## src/rtl/cpu_run_ctrl.sv

```systemverilog
// Run controller sitting between board clock/reset and the CPU core: holds the core
// in reset, enables execution, counts RUN cycles and ends the run on halt, stall or budget.
module cpu_run_ctrl #(
  parameter int RST_CYCLES   = 3,
  parameter int MAX_CYCLES   = 2500,
  parameter int CNT_W        = 32,
  parameter int PC_W         = 32,
  parameter int STALL_CYCLES = 16,
  parameter int AUTO_START   = 1
) (
  input  logic             clk,
  input  logic             reset,
  input  logic             start,
  input  logic             halt,
  input  logic [PC_W-1:0]  pc,
  output logic             cpu_rst,
  output logic             run,
  output logic [CNT_W-1:0] cycle_cnt,
  output logic             done,
  output logic             timeout,
  output logic             stalled,
  output logic [2:0]       state
);

  typedef enum logic [2:0] {
    S_IDLE     = 3'd0,
    S_RST_HOLD = 3'd1,
    S_RUN      = 3'd2,
    S_DONE     = 3'd3,
    S_TIMEOUT  = 3'd4
  } state_t;

  localparam int HOLD_W  = (RST_CYCLES > 1) ? $clog2(RST_CYCLES) : 1;
  localparam int STALL_W = (STALL_CYCLES > 1) ? $clog2(STALL_CYCLES) : 1;
  localparam bit STALL_EN = (STALL_CYCLES > 0);
  localparam bit AUTO_EN  = (AUTO_START != 0);

  localparam logic [HOLD_W-1:0]  HOLD_LAST  = HOLD_W'(RST_CYCLES - 1);
  localparam logic [STALL_W-1:0] STALL_LAST = STALL_EN ? STALL_W'(STALL_CYCLES - 1) : '0;
  localparam logic [CNT_W-1:0]   CNT_LAST   = CNT_W'(MAX_CYCLES - 1);

  state_t             state_reg, state_next;
  logic [HOLD_W-1:0]  hold_reg, hold_next;
  logic [STALL_W-1:0] stall_cnt_reg, stall_cnt_next;
  logic [PC_W-1:0]    pc_ref_reg, pc_ref_next;
  logic               ref_valid_reg, ref_valid_next;
  logic [CNT_W-1:0]   cnt_reg, cnt_next;
  logic               done_reg, done_next;
  logic               timeout_reg, timeout_next;
  logic               stalled_reg, stalled_next;
  logic               cpu_rst_reg, cpu_rst_next;
  logic               run_reg, run_next;
  logic               enter_hold;
  logic               stall_hit;

  always_ff @(posedge clk) begin
    if (!reset) begin
      state_reg     <= S_IDLE;
      hold_reg      <= '0;
      stall_cnt_reg <= '0;
      pc_ref_reg    <= '0;
      ref_valid_reg <= 1'b0;
      cnt_reg       <= '0;
      done_reg      <= 1'b0;
      timeout_reg   <= 1'b0;
      stalled_reg   <= 1'b0;
      cpu_rst_reg   <= 1'b1;
      run_reg       <= 1'b0;
    end else begin
      state_reg     <= state_next;
      hold_reg      <= hold_next;
      stall_cnt_reg <= stall_cnt_next;
      pc_ref_reg    <= pc_ref_next;
      ref_valid_reg <= ref_valid_next;
      cnt_reg       <= cnt_next;
      done_reg      <= done_next;
      timeout_reg   <= timeout_next;
      stalled_reg   <= stalled_next;
      cpu_rst_reg   <= cpu_rst_next;
      run_reg       <= run_next;
    end
  end

  always_comb begin
    state_next     = state_reg;
    hold_next      = hold_reg;
    stall_cnt_next = stall_cnt_reg;
    pc_ref_next    = pc_ref_reg;
    ref_valid_next = ref_valid_reg;
    cnt_next       = cnt_reg;
    done_next      = done_reg;
    timeout_next   = timeout_reg;
    stalled_next   = stalled_reg;
    enter_hold     = 1'b0;
    stall_hit      = 1'b0;

    case (state_reg)
      S_IDLE: begin
        if (AUTO_EN || start) enter_hold = 1'b1;
      end
      S_RST_HOLD: begin
        if (hold_reg == HOLD_LAST) state_next = S_RUN;
        else hold_next = hold_reg + 1'b1;
      end
      S_RUN: begin
        cnt_next = cnt_reg + 1'b1;
        // A fresh or changed PC becomes the new reference; only repeats count.
        if (!ref_valid_reg || (pc != pc_ref_reg)) begin
          pc_ref_next    = pc;
          ref_valid_next = 1'b1;
          stall_cnt_next = '0;
        end else if (STALL_EN) begin
          if (stall_cnt_reg == STALL_LAST) stall_hit = 1'b1;
          else stall_cnt_next = stall_cnt_reg + 1'b1;
        end

        if (halt) begin
          state_next   = S_DONE;
          done_next    = 1'b1;
          stalled_next = 1'b0;
        end else if (stall_hit) begin
          state_next   = S_DONE;
          done_next    = 1'b1;
          stalled_next = 1'b1;
        end else if (cnt_reg == CNT_LAST) begin
          state_next   = S_TIMEOUT;
          timeout_next = 1'b1;
        end
      end
      S_DONE, S_TIMEOUT: begin
        if (start) enter_hold = 1'b1;
      end
      default: state_next = S_IDLE;
    endcase

    // Every way into RST_HOLD starts a clean run.
    if (enter_hold) begin
      state_next     = S_RST_HOLD;
      hold_next      = '0;
      stall_cnt_next = '0;
      ref_valid_next = 1'b0;
      cnt_next       = '0;
      done_next      = 1'b0;
      timeout_next   = 1'b0;
      stalled_next   = 1'b0;
    end

    cpu_rst_next = (state_next == S_IDLE) || (state_next == S_RST_HOLD);
    run_next     = (state_next == S_RUN);
  end

  assign state     = state_reg;
  assign cpu_rst   = cpu_rst_reg;
  assign run       = run_reg;
  assign cycle_cnt = cnt_reg;
  assign done      = done_reg;
  assign timeout   = timeout_reg;
  assign stalled   = stalled_reg;

endmodule
```

## config.mk

```make
export PLATFORM = sky130hd
export DESIGN_NAME = cpu_run_ctrl
export DESIGN_NICKNAME = d
export VERILOG_FILES = /design/src/rtl/cpu_run_ctrl.sv
export SDC_FILE = /design/constraint.sdc
export NUM_CORES = 1
export LEC_CHECK = 0
export CORE_ASPECT_RATIO = 0.8
export CORE_MARGIN = 4
export CORE_UTILIZATION = 44
export DETAILED_ROUTE_END_ITERATION = 7
export GPL_TIMING_DRIVEN = 0
export PLACE_DENSITY = 0.69
export SYNTH_ARGS = -nofsm -noshare
export SYNTH_HDL_FRONTEND = slang
export SYNTH_SLANG_ARGS = --single-unit
```

## constraint.sdc

```tcl
create_clock -name clk -period 2.2 [get_ports clk]
set_input_delay 0.22 -clock clk [delete_from_list [all_inputs] [get_ports clk]]
set_output_delay 0.22 -clock clk [all_outputs]
set_load 0.01 [all_outputs]
```

==> results.toml, run 1 <==
[worst_setup_path]
crit_type = "reg -> reg"
worst_path_most_repeated_cell = "or4b_4"
cp-start-kind = "register"
path_cells = "or4b_4, or4_4, nor3_4, or4b_4, and3b_1"
worstPathRequired_ps = 2440
endpoint_kind = "register"
regToRegSetupSlack_ps = -30
worst-path-buf-inv = 0
cpPeakStageDelay_ps = 530
crit_fanout = 2
cp.arrival_ps = 2470
r2r_start = "cycle_cnt[13]$_SDFFE_PP0P_"
cp_num_cells = 5
rr_worst_depth = 5
r2r-end = "cpu_rst$_SDFF_PN1_"
cpLargestDelayFamily = "simple AND/OR/NAND/NOR gates"
cp_slowest_cell = "or4b_4"

[layout]
final_common_cell = "nand2_1"
syn2layout_area_growth_pct = 35.59
finalNetCount = 571
most-common-layout-cells = "nand2_1 (81), clkdlybuf4s50_1 (75), dfxtp_1 (68)"
post-route-util_pct = 62.93
diodes = 0
final_cells = 645
fill_cells = 707
final_area_mm2 = 0.005115
drive_gt1_share_pct = 12.10

[global_routing]
grt_max_degree = 14
grt_pass1_wl_um = 15480
overflow = 0
grt_usage_pct = 18.67
grt_pass1_vias = 3182
antenna_found_initial = 0

[synthesis]
synth_top_family_by_area = "simple AND/OR/NAND/NOR gates"
synthMuxAreaShare_pct = 8.524
yosys.area_share.adder_pct = 0.9950
synth_xor_area_share_pct = 13.47
syn_area_mm2 = 0.003772
avgSynthCellArea_um2 = 8.593
synth.ff_latch_count = 79
synth_edf_count = 0
ys_warn_count = 0
yosys.cell_types.count = 46
async_flop_share_pct = 0
synthCells = 439
syn_nets = 478
synth-simple-area-share_pct = 27.23
yosysSeqAreaShare_pct = 41.92
ys.flop_type = "dfxtp_1"
synth_compound_area_share_pct = 4.842

[placement]
dp.cells = 622
detailed_place.area_mm2 = 0.004668
dpl.hpwl_um = 7009
gp_congestion = 0.8440
io_buffers = 75

[status]
status = "complete, but fails checks"
failed_checks = "negative setup slack"

[timing]
rsz0062_at_grt = "yes"
finalHoldViolations = 0
finalCritPeriodShare_pct = 101.4
setup_tns_ps = -40.67
skew_ps = 14.15
fin_crit_ps = 2231
maxSlewViolCount = 0
slew_headroom_pct = 63.18
setup_ws_ps = -31.00
fmax_mhz = 448.2
setup_viol = 2
max_slew.worst_pin.slew_ps = 552.3

[clocking]
cts-hold-fix-buffers = 0
cts.htree.levels = 3
cts_buffers = 9
root_buffer = "clkbuf_8"
insertion_delay_ps = 350
clk_pin_slew_ps = 80
cts_tree = "done"
numClockSinks = 79
clk_path_buf_depth = 2

[min_path]
hold_path_end = "pc_ref_reg[29]$_SDFFE_PN0P_"
hold_path_depth = 3
min_path_type = "in -> reg"
worstHoldStart = "pc[29]"

[pwr]
fin_total_pwr_uw = 2845
ir_worst_vdd_mv = 0.3053
power.leakage_uw = 0.001824
powerDensity_mw_per_mm2 = 556.2

[detailed_routing]
drtPass1Iterations = 4
drc = 0
via_per_inst = 5.318
vias = 3430
wl_um = 9710
antenna_left = 0
wl_per_cell_um = 15.05
drt_iter0_drc = 233

[die]
ios = 76
dieArea_mm2 = 0.01013
core_area_mm2 = 0.008128
rows = 29
die_w_um = 111.5
die_h_um = 90.82
start_util_pct = 46.41

[run]
max_cap_viol_count = 0
worst register-to-register path: cells and delay by family, from the launching register on:
| family | cells | cell delay (ps) |
|---|---|---|
| flip-flops | 1 | 330 |
| AND/OR/NAND/NOR | 5 | 1790 |
cell usage after synthesis, types with 4 or more instances:
cell / n / share of area (%)
nand4_1: 15 / 2.5
nand2_1: 81 / 8.1
inv_1: 9 / 0.90
nor3_1: 8 / 1.1
nor2_1: 48 / 4.8
dfxtp_1: 79 / 42
and3_1: 6 / 1.0
buf_2: 4 / 0.53
mux2i_1: 31 / 8.2
nand3_1: 15 / 2.0
a21oi_1: 8 / 1.1
nor4_1: 10 / 1.7
o21ai_0: 7 / 0.93
xnor2_1: 12 / 2.8
xor2_1: 46 / 11
clkbuf_1: 16 / 1.6
worst max path at each step:
stage	startpoint	endpoint
2_1_floorplan	cycle_cnt[13]$_SDFFE_PP0P_	cpu_rst$_SDFF_PN1_
3_3_place_gp	pc[27]	cpu_rst$_SDFF_PN1_
3_5_place_dp	pc[1]	cpu_rst$_SDFF_PN1_
4_1_cts	cycle_cnt[13]$_SDFFE_PP0P_	cpu_rst$_SDFF_PN1_
5_1_grt	cycle_cnt[13]$_SDFFE_PP0P_	cpu_rst$_SDFF_PN1_
6_report	cycle_cnt[13]$_SDFFE_PP0P_	cpu_rst$_SDFF_PN1_
what timing repair did:
action / in CTS / in global routing
pin swaps: 5 / 7
setup endpoints to repair: 53 / 45
setup buffers: 6 / 4
gates resized for setup: 21 / 17
area by class of cell:
cell class,instances,area [µm²],share of cell area (%)
inverters,9,33.78,0.6605
plain buffers,17,77.57,1.517
clock buffers,11,141.4,2.764
well taps,108,135.1,2.642
multi-input cells,331,2216,43.32
flip-flops and latches,79,1600,31.29
clock inverters,5,81.33,1.590
repair buffers,85,829.5,16.22
power by group:
group / internal, µW / switching [µW]
sequential: 1430 / 4.40
clock: 671 / 538
combinational: 97.9 / 104
total: 2200 / 646
per-stage QoR:
stage	setup slack (ps)	hold WS [ps]
4_1_cts	-90.31	451.0
3_5_place_dp	-714.2	447.2
5_1_grt	-77.96	459.8
2_1_floorplan	-18.84	317.2
3_3_place_gp	-728.0	444.6
6_report	-31.00	459.8
per-layer routing:
layer / track usage [%] / wire length [µm] / vias to the layer above
li1: - / - / 1697
met1: 26.20 / 4662 / 1632
met2: 27.81 / 4312 / 88
met3: 4.689 / 583 / 13
met4: 6.484 / 151 / 0
met5: 0 / 0 / -
cell families (layout without fill, tap and decap cells):
| logic type | count (synthesis) | count (layout) |
|---|---|---|
| multiplexers | 32 | 32 |
| adder cells (fa/ha/maj) | 3 | 3 |
| buffers and inverters | 29 | 127 |
| XOR/XNOR | 58 | 58 |
| flip-flops | 79 | 79 |
| AND/OR/NAND/NOR | 210 | 210 |
| AO/OA/AOI/OAI | 28 | 28 |
(Power assumes the default switching activity.)
==> run 2, diff against run 1 <==
--- a/config.mk
+++ b/config.mk
@@ -5,6 +5,7 @@
 export SDC_FILE = /design/constraint.sdc
 export NUM_CORES = 1
 export LEC_CHECK = 0
+export CAP_MARGIN = 0
 export CORE_ASPECT_RATIO = 0.8
 export CORE_MARGIN = 4
 export CORE_UTILIZATION = 44
==> results of run 2 <==
Final layout, timing and power as in run 1 (identical DEF).
==> run 3, diff against run 2 <==
--- a/config.mk
+++ b/config.mk
@@ -9,6 +9,7 @@
 export CORE_ASPECT_RATIO = 0.8
 export CORE_MARGIN = 4
 export CORE_UTILIZATION = 44
+export CTS_CLUSTER_SIZE = 8
 export DETAILED_ROUTE_END_ITERATION = 7
 export GPL_TIMING_DRIVEN = 0
 export PLACE_DENSITY = 0.69
==> results of run 3 <==
Final layout, timing and power as in run 1 (identical DEF).
